### src/rtl/psg_bus_arb_pkg.sv
`default_nettype none
// ============================================================================
//  Module      : psg_bus_arb_pkg
//  Description : Shared types, widths and helpers for the PSG register-bus
//                arbiter (state encoding, PSG bus widths, round-robin step).
//  Revision    : 1.0 - initial release
// ============================================================================
package psg_bus_arb_pkg;

    localparam int PSG_ADDR_W = 4;
    localparam int PSG_DATA_W = 8;

    typedef enum logic [1:0] {
        IDLE  = 2'd0,
        WRITE = 2'd1,
        READ  = 2'd2,
        GAP   = 2'd3
    } arb_state_t;

    // Advance a round-robin pointer by one, wrapping at n.
    function automatic int rr_next(input int ptr, input int n);
        if (ptr + 1 >= n) begin
            return 0;
        end
        return ptr + 1;
    endfunction

endpackage
`default_nettype wire

### src/rtl/psg_rr_picker.sv
`default_nettype none
// ============================================================================
//  Module      : psg_rr_picker
//  Description : Combinational rotate-priority encoder. Finds the first set
//                bit of 'valid' starting at index 'rr' and wrapping around.
//  Revision    : 1.0 - initial release
// ============================================================================
module psg_rr_picker #(
    parameter int N  = 3,
    parameter int IW = $clog2(N)
) (
    input  logic [N-1:0]  valid,
    input  logic [IW-1:0] rr,
    output logic [N-1:0]  grant,
    output logic [IW-1:0] idx,
    output logic          any
);

    // Walk the requesters from rr upward, wrapping, and keep the first hit.
    always_comb begin
        int j;
        j     = 0;
        grant = '0;
        idx   = '0;
        any   = 1'b0;
        for (int k = 0; k < N; k++) begin
            j = int'(rr) + k;
            if (j >= N) begin
                j = j - N;
            end
            if (!any && valid[j]) begin
                any      = 1'b1;
                idx      = IW'(j);
                grant[j] = 1'b1;
            end
        end
    end

endmodule
`default_nettype wire

### src/rtl/psg_bus_arbiter.sv
`default_nettype none
// ============================================================================
//  Module      : psg_bus_arbiter
//  Description : Shares the PSG register bus between NUM_REQ requesters with
//                valid/ready handshakes, round-robin arbitration, a
//                programmable write-strobe width, read latency and inter-
//                access gap. Read data is returned to the issuing requester.
//                Optional: define PSG_BUS_ARB_PRIORITY_EN to give requester 0
//                fixed highest priority (others round-robin, rr skips 0).
//  Revision    : 1.0 - initial release
// ============================================================================
module psg_bus_arbiter
    import psg_bus_arb_pkg::*;
#(
    parameter int NUM_REQ  = 3,
    parameter int WR_PULSE = 2,
    parameter int WR_GAP   = 1,
    parameter int READ_LAT = 2
) (
    input  logic                          clk,
    input  logic                          reset,
    input  logic [NUM_REQ-1:0]            req_valid,
    output logic [NUM_REQ-1:0]            req_ready,
    input  logic [NUM_REQ-1:0]            req_we,
    input  logic [NUM_REQ*PSG_ADDR_W-1:0] req_addr,
    input  logic [NUM_REQ*PSG_DATA_W-1:0] req_data,
    output logic [NUM_REQ-1:0]            rsp_valid,
    output logic [PSG_DATA_W-1:0]         rsp_data,
    output logic [PSG_ADDR_W-1:0]         psg_addr,
    output logic [PSG_DATA_W-1:0]         psg_data,
    output logic                          psg_wr_n,
    input  logic [PSG_DATA_W-1:0]         psg_dout,
    output logic                          busy,
    output logic [$clog2(NUM_REQ)-1:0]    grant_id
);

    localparam int IW      = $clog2(NUM_REQ);
    localparam int MAX_A   = (WR_PULSE > READ_LAT) ? WR_PULSE : READ_LAT;
    localparam int CNT_MAX = (MAX_A > WR_GAP) ? MAX_A : WR_GAP;
    localparam int CNT_W   = $clog2(CNT_MAX + 1);

    // Counters load "cycles - 1" so that zero marks the last cycle of a phase.
    localparam logic [CNT_W-1:0] c_wr_load  = CNT_W'(WR_PULSE - 1);
    localparam logic [CNT_W-1:0] c_rd_load  = CNT_W'(READ_LAT - 1);
    localparam logic [CNT_W-1:0] c_gap_load = CNT_W'((WR_GAP > 0) ? (WR_GAP - 1) : 0);

    arb_state_t                r_state;
    arb_state_t                w_next_state;
    logic [CNT_W-1:0]          r_cnt;
    logic [IW-1:0]             r_rr;
    logic [IW-1:0]             r_grant_id;
    logic [PSG_ADDR_W-1:0]     r_addr;
    logic [PSG_DATA_W-1:0]     r_data;
    logic                      r_wr_n;
    logic [PSG_DATA_W-1:0]     r_rsp_data;
    logic [NUM_REQ-1:0]        r_rsp_valid;

    logic [NUM_REQ-1:0]        w_pick_valid;
    logic [NUM_REQ-1:0]        w_rr_grant;
    logic [IW-1:0]             w_rr_idx;
    logic                      w_rr_any;
    logic [NUM_REQ-1:0]        w_sel_onehot;
    logic [IW-1:0]             w_sel_idx;
    logic                      w_sel_any;
    logic                      w_accept;
    logic                      w_sel_we;
    logic [IW-1:0]             w_rr_upd;
    logic                      w_phase_last;

    logic [PSG_ADDR_W-1:0]     w_addr [NUM_REQ];
    logic [PSG_DATA_W-1:0]     w_data [NUM_REQ];

    for (genvar gi = 0; gi < NUM_REQ; gi++) begin : g_unpack
        assign w_addr[gi] = req_addr[gi*PSG_ADDR_W +: PSG_ADDR_W];
        assign w_data[gi] = req_data[gi*PSG_DATA_W +: PSG_DATA_W];
    end

`ifdef PSG_BUS_ARB_PRIORITY_EN
    // Requester 0 is served outside the rotation, so hide it from the picker.
    assign w_pick_valid = {req_valid[NUM_REQ-1:1], 1'b0};
`else
    assign w_pick_valid = req_valid;
`endif

    psg_rr_picker #(
        .N  (NUM_REQ),
        .IW (IW)
    ) u_picker (
        .valid (w_pick_valid),
        .rr    (r_rr),
        .grant (w_rr_grant),
        .idx   (w_rr_idx),
        .any   (w_rr_any)
    );

    // Final selection and the round-robin pointer value to store on accept.
    always_comb begin
        int nxt;
`ifdef PSG_BUS_ARB_PRIORITY_EN
        w_sel_any    = req_valid[0] | w_rr_any;
        w_sel_idx    = req_valid[0] ? '0 : w_rr_idx;
        w_sel_onehot = req_valid[0] ? NUM_REQ'(1) : w_rr_grant;
        nxt          = rr_next(int'(w_sel_idx), NUM_REQ);
        if (nxt == 0) begin
            nxt = 1;
        end
        // A priority grant of requester 0 leaves the rotation untouched.
        w_rr_upd     = (w_sel_idx == '0) ? r_rr : IW'(nxt);
`else
        w_sel_any    = w_rr_any;
        w_sel_idx    = w_rr_idx;
        w_sel_onehot = w_rr_grant;
        nxt          = rr_next(int'(w_sel_idx), NUM_REQ);
        w_rr_upd     = IW'(nxt);
`endif
    end

    assign req_ready    = (r_state == IDLE) ? w_sel_onehot : '0;
    assign w_accept     = |(req_valid & req_ready);
    assign w_sel_we     = req_we[w_sel_idx];
    assign w_phase_last = (r_cnt == '0);

    // State register.
    always_ff @(posedge clk or posedge reset) begin
        if (reset) begin
            r_state <= IDLE;
        end else begin
            r_state <= w_next_state;
        end
    end

    // Next-state logic: each access phase ends when its counter reaches zero.
    always_comb begin
        w_next_state = r_state;
        case (r_state)
            IDLE: begin
                if (w_accept) begin
                    w_next_state = w_sel_we ? WRITE : READ;
                end
            end
            WRITE, READ: begin
                if (w_phase_last) begin
                    w_next_state = (WR_GAP == 0) ? IDLE : GAP;
                end
            end
            GAP: begin
                if (w_phase_last) begin
                    w_next_state = IDLE;
                end
            end
            default: w_next_state = IDLE;
        endcase
    end

    // Phase timer shared by WRITE, READ and GAP.
    always_ff @(posedge clk or posedge reset) begin
        if (reset) begin
            r_cnt <= '0;
        end else begin
            case (r_state)
                IDLE: begin
                    if (w_accept) begin
                        r_cnt <= w_sel_we ? c_wr_load : c_rd_load;
                    end
                end
                WRITE, READ: begin
                    r_cnt <= w_phase_last ? c_gap_load : r_cnt - 1'b1;
                end
                default: begin
                    if (!w_phase_last) begin
                        r_cnt <= r_cnt - 1'b1;
                    end
                end
            endcase
        end
    end

    // Bus-side datapath, grant bookkeeping and read response.
    always_ff @(posedge clk or posedge reset) begin
        if (reset) begin
            r_grant_id  <= '0;
            r_rr        <= '0;
            r_addr      <= '0;
            r_data      <= '0;
            r_wr_n      <= 1'b1;
            r_rsp_data  <= '0;
            r_rsp_valid <= '0;
        end else begin
            r_rsp_valid <= '0;
            if (w_accept) begin
                r_grant_id <= w_sel_idx;
                r_addr     <= w_addr[w_sel_idx];
                r_rr       <= w_rr_upd;
                r_wr_n     <= ~w_sel_we;
                if (w_sel_we) begin
                    r_data <= w_data[w_sel_idx];
                end
            end
            if (r_state == WRITE && w_phase_last) begin
                r_wr_n <= 1'b1;
            end
            if (r_state == READ && w_phase_last) begin
                r_rsp_data              <= psg_dout;
                r_rsp_valid[r_grant_id] <= 1'b1;
            end
        end
    end

    assign psg_addr  = r_addr;
    assign psg_data  = r_data;
    assign psg_wr_n  = r_wr_n;
    assign rsp_data  = r_rsp_data;
    assign rsp_valid = r_rsp_valid;
    assign grant_id  = r_grant_id;
    assign busy      = (r_state != IDLE);

endmodule
`default_nettype wire

### config.mk
export PLATFORM = sky130hd
export DESIGN_NAME = psg_bus_arbiter
export DESIGN_NICKNAME = d
export VERILOG_FILES = /design/src/rtl/psg_bus_arb_pkg.sv /design/src/rtl/psg_rr_picker.sv /design/src/rtl/psg_bus_arbiter.sv
export SDC_FILE = /design/constraint.sdc
export NUM_CORES = 1
export LEC_CHECK = 0
export ABC_AREA = 1
export CAP_MARGIN = 10
export CORE_ASPECT_RATIO = 0.7
export CORE_MARGIN = 3
export CORE_UTILIZATION = 39
export DETAILED_ROUTE_END_ITERATION = 12
export PLACE_DENSITY = 0.76
export SETUP_SLACK_MARGIN = 0.2
export SLEW_MARGIN = 30
export SYNTH_ARGS = -nofsm -noshare
export SYNTH_HDL_FRONTEND = slang
export SYNTH_HIERARCHICAL = 1
export SYNTH_SLANG_ARGS = --single-unit
### constraint.sdc
create_clock -name clk -period 2.2 [get_ports clk]
set_clock_uncertainty 0.05 [all_clocks]
set_input_delay 0.33 -clock clk [delete_from_list [all_inputs] [get_ports clk]]
set_output_delay 0.33 -clock clk [all_outputs]
set_load 0.02 [all_outputs]
==> results of run 1 <==
-- layer usage --
| layer | wire, um | global-route usage [%] | share of wire (%) |
|---|---|---|---|
| met1 | 2820 | 24.0 | 41 |
| met2 | 3320 | 31.9 | 48 |
| met3 | 552 | 5.12 | 8.0 |
| met4 | 163 | 5.37 | 2.4 |
| met5 | 0 | 0 | 0 |
-- power groups by stage --
| stage | clock network, mW | registers [mW] | logic (mW) |
|---|---|---|---|
| finish | 0.615 | 1.01 | 4.90 |
| global route | 0.652 | 1.05 | 5.25 |
| CTS | 0.627 | 1.01 | 4.09 |
| detailed placement | 0 | 1.01 | 3.57 |
| global placement | 0 | 0.999 | 3.52 |
| floorplan | 0 | 1.23 | 2.03 |
-- layout by cell type, fill, tap and decap left out, types with 10 or more instances in the layout --
| cell | count |
|---|---|
| nand2_1 | 83 |
| clkdlybuf4s50_1 | 77 |
| dfrtp_1 | 29 |
| nand2_2 | 27 |
| inv_1 | 25 |
| buf_4 | 22 |
| nand3_2 | 20 |
| buf_6 | 11 |
| nand3_1 | 10 |
-- worst min-delay path by stage --
stage / to / startpoint
after floorplan: grant_id[0] / reset
after global placement: psg_data[7] / psg_data[7]
after detailed placement: psg_data[6] / psg_data[6]
after CTS: rsp_data[1] / reset
after global routing: rsp_data[1] / reset
final: rsp_data[1] / reset
-- cell type report --
class                           count  share of cell area (%)
Clock inverter                      1                   0.813
Sequential cell                    32                    21.8
Tap cell                           69                    2.34
Clock buffer                        7                    2.61
Multi-Input combinational cell    201                    38.1
Inverter                           37                    4.37
Timing Repair Buffer              113                    30.0
-- registers in the layout, indices dropped and copies added, names as in the netlist --
| name | count |
|---|---|
| grant_id | 2 |
| psg_addr | 4 |
| psg_data | 8 |
| psg_wr_n | 1 |
| r_cnt | 2 |
| r_rr | 2 |
| r_state | 2 |
| rsp_data | 8 |
| rsp_valid | 3 |
-- stage by stage --
stage	util, %	setup TNS [ns]	hold slack (ns)	power, mW
floorplan	-	0	0.395	3.27
global placement	62.7	-3.98	0.413	4.52
detailed placement	62.7	-5.16	0.418	4.58
CTS	69.6	-0.328	0.375	5.73
global route	75.2	-4.38	0.401	6.95
finish	75.2	-2.43	0.370	6.53
-- worst max-delay path, delay by kind of cell, from the launching register on --
family,cells,cell delay (ns)
and+or+nand+nor,8,0.65
AOI/OAI and AO/OA,2,0.33
DFF,1,0.45
buffers and inverters,5,0.55
adders and majority gates,1,0.23
-- repair_timing --
action / CTS / global route
resized for setup: 55 / 59
endpoints found under the setup margin: 25 / 25
pin swaps: 17 / 28
buffers inserted: 6 / 5
hold buffers: 0 / 0
cloned: 2 / 0
endpoints found under the hold margin: 0 / 0
==> flow_summary.yaml, run 1 <==
outcome:
  status: "finished with violations"
  violations: "negative setup slack"
detailed_routing:
  drt-pass1-iter-count: 4
  vias: 2292
  drt_wl_total_mm: 6.86
  first_iter_violations: 130
  wire_per_inst_um: 14.9
  drc_errors: 0
  vias_per_cell: 4.98
  ant_nets: 0
grt:
  antenna_found_initial: 0
  grt_pass1_wl_mm: 9.10
  grt_pass1_vias: 1973
  grt_max_degree: 33
  grt-ovfl-total: 0
  grt_usage_pct: 18.9
flow_run:
  cap_violations: 0
critical_path:
  rr_startpoint: "r_rr[0]"
  cpPeakStageDelay_ns: 0.45
  critPathLaunch: "r_rr[0]"
  crit_path_end_kind: "flip-flop"
  slowest_stage: "dfrtp_2"
  cp-start-kind: "flip-flop"
  required_ns: 2.37
  critPathMaxFanout: 5
  crit_top_cell: "nand2_2"
  cp.arrival_ns: 2.52
  r2r-end: "psg_addr[1]"
  r2r_cells: 16
  cp-endpoint: "psg_addr[1]"
  path_class: "flip-flop to flip-flop"
  cp_cell_sequence: "inv_4 -> ha_4 -> o21ai_0 -> nand2_2 -> nand2_2 -> inv_2 -> nand3_4 -> buf_6 -> nand2_8 -> buf_6 -> nor2_4 -> buf_6 -> nand2_2 -> nand3_2 -> nand2_2 -> o21ai_1"
  reg2reg_slack_ns: -0.16
timing:
  rsz0062_at_grt: "true"
  max_slew.worst_pin.slew_ns: 0.466
  fin_ws_ns: -0.156
  fin_crit_sh_pct: 107
  maxSlewViolCount: 0
  max_freq_mhz: 424
  max_slew_margin_pct: 68.8
  setup_viol: 22
  post-route-min-period_ns: 2.36
  hold_violations: 0
pwr:
  power_density_nw_per_um2: 1770
  comb_power_share_pct: 75.0
  seq_power_share_pct: 15.5
  power.share.clock_pct: 9.4
  p_leak_nw: 1.76
  internal_power_mw: 3.41
  max-vdd-ir-drop_v: 0.000807
  switching_share_pct: 47.7
  p_sw_mw: 3.12
clocking:
  cts_sinks: 32
  htreeDepth: 2
  insertion_delay_ns: 0.28
  cts_buffer_depth: 2
  cts-buffers-inserted: 5
  cts_root_buf: "clkbuf_8"
  cts_tree: "done"
  clkTransAtPathRegs_ns: 0.06
floorplanning:
  die_y_um: 66.4
  start_util_pct: 41.4
  die-area_um2: 6130
  pin_count: 82
  core_um2: 4910
  die_w_um: 92.3
  num_rows: 21
finish:
  stdcell_count: 460
  drive_gt1_share_pct: 35.0
  finalInstanceArea_um2: 3690
  num-nets-final: 454
  regArea_um2: 805
  area_delta_synth_final_pct: 81.5
  multiInputGateArea_um2: 1410
  fill_cells: 321
  antenna_cells: 0
placed_design:
  hpwl_mm: 4.29
  placed_cell_area_um2: 3080
  io_buffers: 81
  place_ws_ns: -0.386
  dpl.cell_count: 439
  place.gp.congestion: 0.911
synthesis:
  syn_area_um2: 2030
  syn_area_per_cell_um2: 7.37
  synth_cells: 276
  ys_warn_count: 6
  synthesis.nets: 340
min_path:
  min_path_type: "primary input to async pin"
Power figures use the tool's default switching activity.
==> inputs of run 2 (changes only) <==
CORE_ASPECT_RATIO = not set   (was 0.7)
==> run 2 against run 1 <==
  * The run still ends with negative setup slack left
  * Non-clock buffer count increased by 1
  * Core utilization decreased by 1.5 points
  * Final area decreased by 2.7%
  * Critical path depth decreased by 3
  * Combinational power decreased by 6.3%
  * Via count decreased by 4.1%
  * First-iteration DRC count decreased by 48%
  * Count of clock-buffer cells in the layout unchanged
  * Maximum frequency increased by 1.8%
  * Largest power group unchanged
  * Highest routed layer unchanged
==> flow_summary.yaml, run 2 (synthesis gave the netlist of run 1 again) <==
timing:
  max_slew.worst_pin.slew_ns: 0.442
  hold_slack_ns: 0.268
  rsz0062_at_grt: "true"
  fin_ws_ns: -0.115
  maxSlewViolCount: 0
  setup_viol: 19
  max_freq_mhz: 432
  tns_ns: -1.14
  fin_crit_sh_pct: 105
  post-route-min-period_ns: 2.31
  hold_violations: 0
  max_slew_margin_pct: 70.5
finish:
  drive_gt1_share_pct: 27.8
  area_delta_synth_final_pct: 76.6
  layout_commonest_cell: "nand2_1"
  num-nets-final: 455
  antenna_cells: 0
  stdcell_count: 459
  layout_common_cells: "nand2_1 (99), clkdlybuf4s50_1 (77), dfrtp_1 (30)"
  finalInstanceArea_um2: 3590
pwr:
  power_density_nw_per_um2: 1730
  p_leak_nw: 1.72
  p_total_mw: 6.21
  max-vdd-ir-drop_v: 0.00120
critical_path:
  path_class: "flip-flop to output pin"
  cp-start-kind: "flip-flop"
  cp.arrival_ns: 1.93
  required_ns: 1.82
  critPathMaxFanout: 5
  crit_path_end_kind: "output pin"
detailed_routing:
  drt-pass1-iter-count: 4
  vias_per_cell: 4.79
  drc_errors: 0
  wire_per_inst_um: 13.5
  vias: 2197
  drt_wl_total_mm: 6.22
  first_iter_violations: 67
  ant_nets: 0
grt:
  grt_usage_pct: 21.0
  grt_pass1_vias: 2249
  antenna_found_initial: 0
  grt_max_degree: 16
  grt-ovfl-total: 0
  grt_pass1_wl_mm: 10.4
floorplanning:
  die_w_um: 78.2
  die-area_um2: 6120
  die_y_um: 78.2
  start_util_pct: 41.7
  pin_count: 82
  num_rows: 25
  core_um2: 4880
outcome:
  violations: "negative setup slack"
  status: "finished with violations"
clocking:
  clkTransAtPathRegs_ns: 0.07
  htreeDepth: 2
  holdBufCountCts: 0
  cts_buffer_depth: 2
  cts_sinks: 32
  insertion_delay_ns: 0.28
  cts-buffers-inserted: 5
  cts_tree: "done"
  cts_root_buf: "clkbuf_8"
placed_design:
  hpwl_mm: 4.37
  io_buffers: 81
  place.gp.congestion: 0.845
  dpl.cell_count: 441
  placed_cell_area_um2: 3120
min_path:
  min_path_type: "primary input to async pin"
flow_run:
  cap_violations: 0
==> run 2: cell types whose count changed in the layout (fill, tap and decap cells not counted), moves of 2 or more <==
cell / previous run / this run
nand2_1: 83 / 99
nand2_2: 27 / 11
nand3_2: 20 / 10
nand3_4: 5 / 3
nand3_1: 10 / 22
==> run 2: cell type report <==
type,count,area (um^2)
multi-input cells,201,1290
fillers,359,1290
repair buffers,114,1130
flip-flops and latches,32,803
inverters,37,159
clock buffers,7,96.3
well taps,67,83.8
clock inverters,1,30.0
==> run 2: worst paths after layout <==
path | startpoint | to | slack, ns | depth (start not counted)
worst min-delay path | reset | rsp_valid[1] | 0.27 | 2
max in group asynchronous | reset | r_rr[1] | 1.28 | 3
worst max-delay path | r_rr[0] | req_ready[2] | -0.11 | 13
min in group clk | psg_data[5] | psg_data[5] | 0.43 | 2
worst max register to register | r_rr[0] | psg_data[6] | -0.10 | 18
worst min register to register | psg_data[5] | psg_data[5] | 0.43 | 2
==> run 2: critical path, cell delays in order (launching register included) <==
cell and delay, ns:
dfrtp_1 0.42, inv_2 0.09, ha_4 0.32, inv_6 0.05, nand2_2 0.05, nand3_2 0.05, nand2_1 0.08, nand2_2 0.06
inv_2 0.08, nand3_2 0.09, nand2_1 0.12, nand2_1 0.07, inv_1 0.05, buf_4 0.13
==> run 2: per-stage QoR <==
stage | util (%) | worst slack, ns
after floorplan | - | 0.215
after global placement | 63.9 | -0.306
after detailed placement | 63.9 | -0.332
after CTS | 71.7 | -0.0191
after global routing | 73.6 | -0.224
final | 73.6 | -0.115
==> run 2: what timing repair did <==
action,4_1_cts,5_1_grt
endpoints found under the setup margin,25,25
buffers inserted,6,2
cloned,2,0
pin swaps,28,11
endpoints found under the hold margin,0,0
resized for setup,61,20
==> run 2: per-layer routing <==
metal,share of wire [%],GRT usage (%),vias to the layer above
li1,-,-,1103
met3,6.8,6.19,16
met5,0,0,-
met2,49,35.5,77
met4,2.6,7.52,0
met1,42,25.4,1001
==> run 2: power breakdown <==
group	internal (mW)	total, mW	switching, mW
Sequential	0.850	1.01	0.159
Clock	0.399	0.612	0.213
Combinational	2.09	4.59	2.50
Total	3.34	6.21	2.87
==> inputs of run 3 (changes only) <==
--- a/constraint.sdc
+++ b/constraint.sdc
@@ -4,2 +4,2 @@
 set_output_delay 0.33 -clock clk [all_outputs]
-set_load 0.02 [all_outputs]
+set_load 0.005 [all_outputs]
==> run 3 against run 2 <==
  * The flow still finishes with violations (negative setup slack)
  * Sequential cell count stayed put
  * Final cell count is 1.1% higher
  * Non-clock buffer count is 6 higher
  * Global-route usage is 0.45 points higher
  * Core utilization is 5.9 points higher
  * Sequential power hardly changed
  * Combinational power is 11% higher
  * Total power is 8.4% higher
  * Wire length is 23% higher
  * Critical path depth is 3 higher
  * Count of clock-buffer cells in the layout stayed put
  * Register-to-register slack hardly changed
==> flow_summary.yaml, run 3 (synthesis gave the netlist of run 1 again) <==
outcome:
  status: "finished with violations"
  violations: "negative setup slack"
floorplanning:
  die-area_um2: 6120
  start_util_pct: 41.7
  core_um2: 4880
  die_y_um: 78.2
  die_w_um: 78.2
  num_rows: 25
  pin_count: 82
pwr:
  max-vdd-ir-drop_v: 0.00118
  p_total_mw: 6.73
  p_leak_nw: 1.86
  power_density_nw_per_um2: 1730
finish:
  drive_gt1_share_pct: 38.5
  num-nets-final: 460
  area_delta_synth_final_pct: 90.9
  fill_cells: 282
  antenna_cells: 0
  layout_common_cells: "nand2_1 (82), clkdlybuf4s50_1 (77), dfrtp_1 (29)"
  layout_commonest_cell: "nand2_1"
detailed_routing:
  first_iter_violations: 147
  vias: 2356
  ant_nets: 0
  vias_per_cell: 5.08
  wire_per_inst_um: 16.4
  drt_wl_total_mm: 7.63
  drt-pass1-iter-count: 4
  drc_errors: 0
placed_design:
  place.gp.congestion: 0.905
  hpwl_mm: 4.12
  io_buffers: 81
grt:
  grt-ovfl-total: 0
  grt_usage_pct: 21.5
  grt_max_degree: 33
  grt_pass1_vias: 2206
  grt_pass1_wl_mm: 10.4
  antenna_found_initial: 0
timing:
  max_freq_mhz: 433
  max_slew_margin_pct: 70.7
  rsz0062_at_grt: "true"
  setup_viol: 17
  hold_violations: 0
  fin_crit_sh_pct: 105
  maxSlewViolCount: 0
  max_slew.worst_pin.slew_ns: 0.438
  fin_ws_ns: -0.112
  tns_ns: -1.07
  post-route-min-period_ns: 2.31
critical_path:
  cpPeakStageDelay_ns: 0.62
  cp.arrival_ns: 2.49
  crit_top_cell: "nand2_1"
  critPathLaunch: "req_valid[1]"
  path_class: "primary input to flip-flop"
  required_ns: 2.38
  critPathMaxFanout: 6
  cp_cell_sequence: "clkdlybuf4s50_1 -> inv_1 -> nand2_1 -> nand3_2 -> o31ai_4 -> buf_4 -> nand3_4 -> buf_6 -> nand2_8 -> inv_8 -> nor2_4 -> clkbuf_16 -> nand2_1 -> nand3_2 -> nand2_1 -> nand2_1"
  rr_startpoint: "r_rr[1]"
  crit_path_end_kind: "flip-flop"
  cp-start-kind: "primary input"
  slowest_stage: "clkdlybuf4s50_1"
flow_run:
  cap_violations: 0
min_path:
  min_path_type: "primary input to async pin"
clocking:
  cts_tree: "done"
  htreeDepth: 2
  cts_root_buf: "clkbuf_8"
  cts_sinks: 32
  insertion_delay_ns: 0.28
  holdBufCountCts: 0
  cts-buffers-inserted: 5
  clkTransAtPathRegs_ns: 0.08
  cts_buffer_depth: 2
## run 3: changes by cell type in the layout (fill, tap and decap cells not counted), moves of 3 or more
cell	previous run	this run
o21ai_0	7	3
nand3_2	10	18
nand2_1	99	82
inv_1	24	21
buf_2	0	4
nand3_1	22	9
inv_6	1	4
nand2_4	4	9
nand3_4	3	8
nand2_2	11	21
## run 3: timing repair
item / CTS / global route
pin swaps: 43 / 34
setup endpoints to repair: 25 / 25
resized for setup: 66 / 75
cloned: 2 / 1
setup buffers: 10 / 7
hold endpoints to repair: 0 / 0
## run 3: final cells by class
type / count / area (um^2) / area share (%)
well taps: 67 / 83.8 / 2.16
clock buffers: 7 / 96.3 / 2.48
flip-flops and latches: 32 / 805 / 20.7
multi-input cells: 200 / 1500 / 38.7
repair buffers: 120 / 1190 / 30.7
clock inverters: 1 / 30.0 / 0.773
inverters: 37 / 176 / 4.54
## run 3: final timing paths
path	slack, ns	depth (start not counted)	endpoint
max in group asynchronous	1.37	3	psg_wr_n
worst max register to register	-0.11	17	psg_data[2]
min in group clk	0.43	2	psg_data[7]
worst max-delay path	-0.11	16	psg_data[2]
worst min register to register	0.43	2	psg_data[7]
worst min-delay path	0.40	3	psg_data[2]
## run 3: stage by stage
step | std cells | setup slack [ns] | util, % | instance area, um^2 | hold slack (ns)
floorplan | 276 | 0.215 | - | 2070 | 0.395
global placement | 436 | -0.250 | 63.2 | 3080 | 0.411
detailed placement | 436 | -0.283 | 63.2 | 3080 | 0.414
CTS | 456 | -0.0277 | 72.3 | 3530 | 0.388
global route | 464 | -0.229 | 79.6 | 3880 | 0.450
finish | 464 | -0.112 | 79.6 | 3880 | 0.396
## run 3: power by group
| group | total, mW | internal [mW] | switching [mW] |
|---|---|---|---|
| Sequential | 1.01 | 0.852 | 0.156 |
| Combinational | 5.10 | 2.40 | 2.70 |
| Clock | 0.628 | 0.400 | 0.228 |
| Total | 6.73 | 3.65 | 3.09 |
## run 3: routing by layer
layer | track usage, % | share of wire (%) | vias up | routed length (um)
met5 | 0 | 0 | - | 0
met4 | 6.82 | 2.0 | 0 | 149
met3 | 5.50 | 6.5 | 15 | 498
met2 | 37.9 | 53 | 100 | 4060
met1 | 25.4 | 38 | 1130 | 2920
li1 | - | - | 1111 | -
## run 3: worst max-delay path: cells and delay by family
family | cells | cell delay [ns]
AND/OR/NAND/NOR | 9 | 0.84
AO/OA/AOI/OAI | 1 | 0.07
buffers and inverters | 6 | 1.25
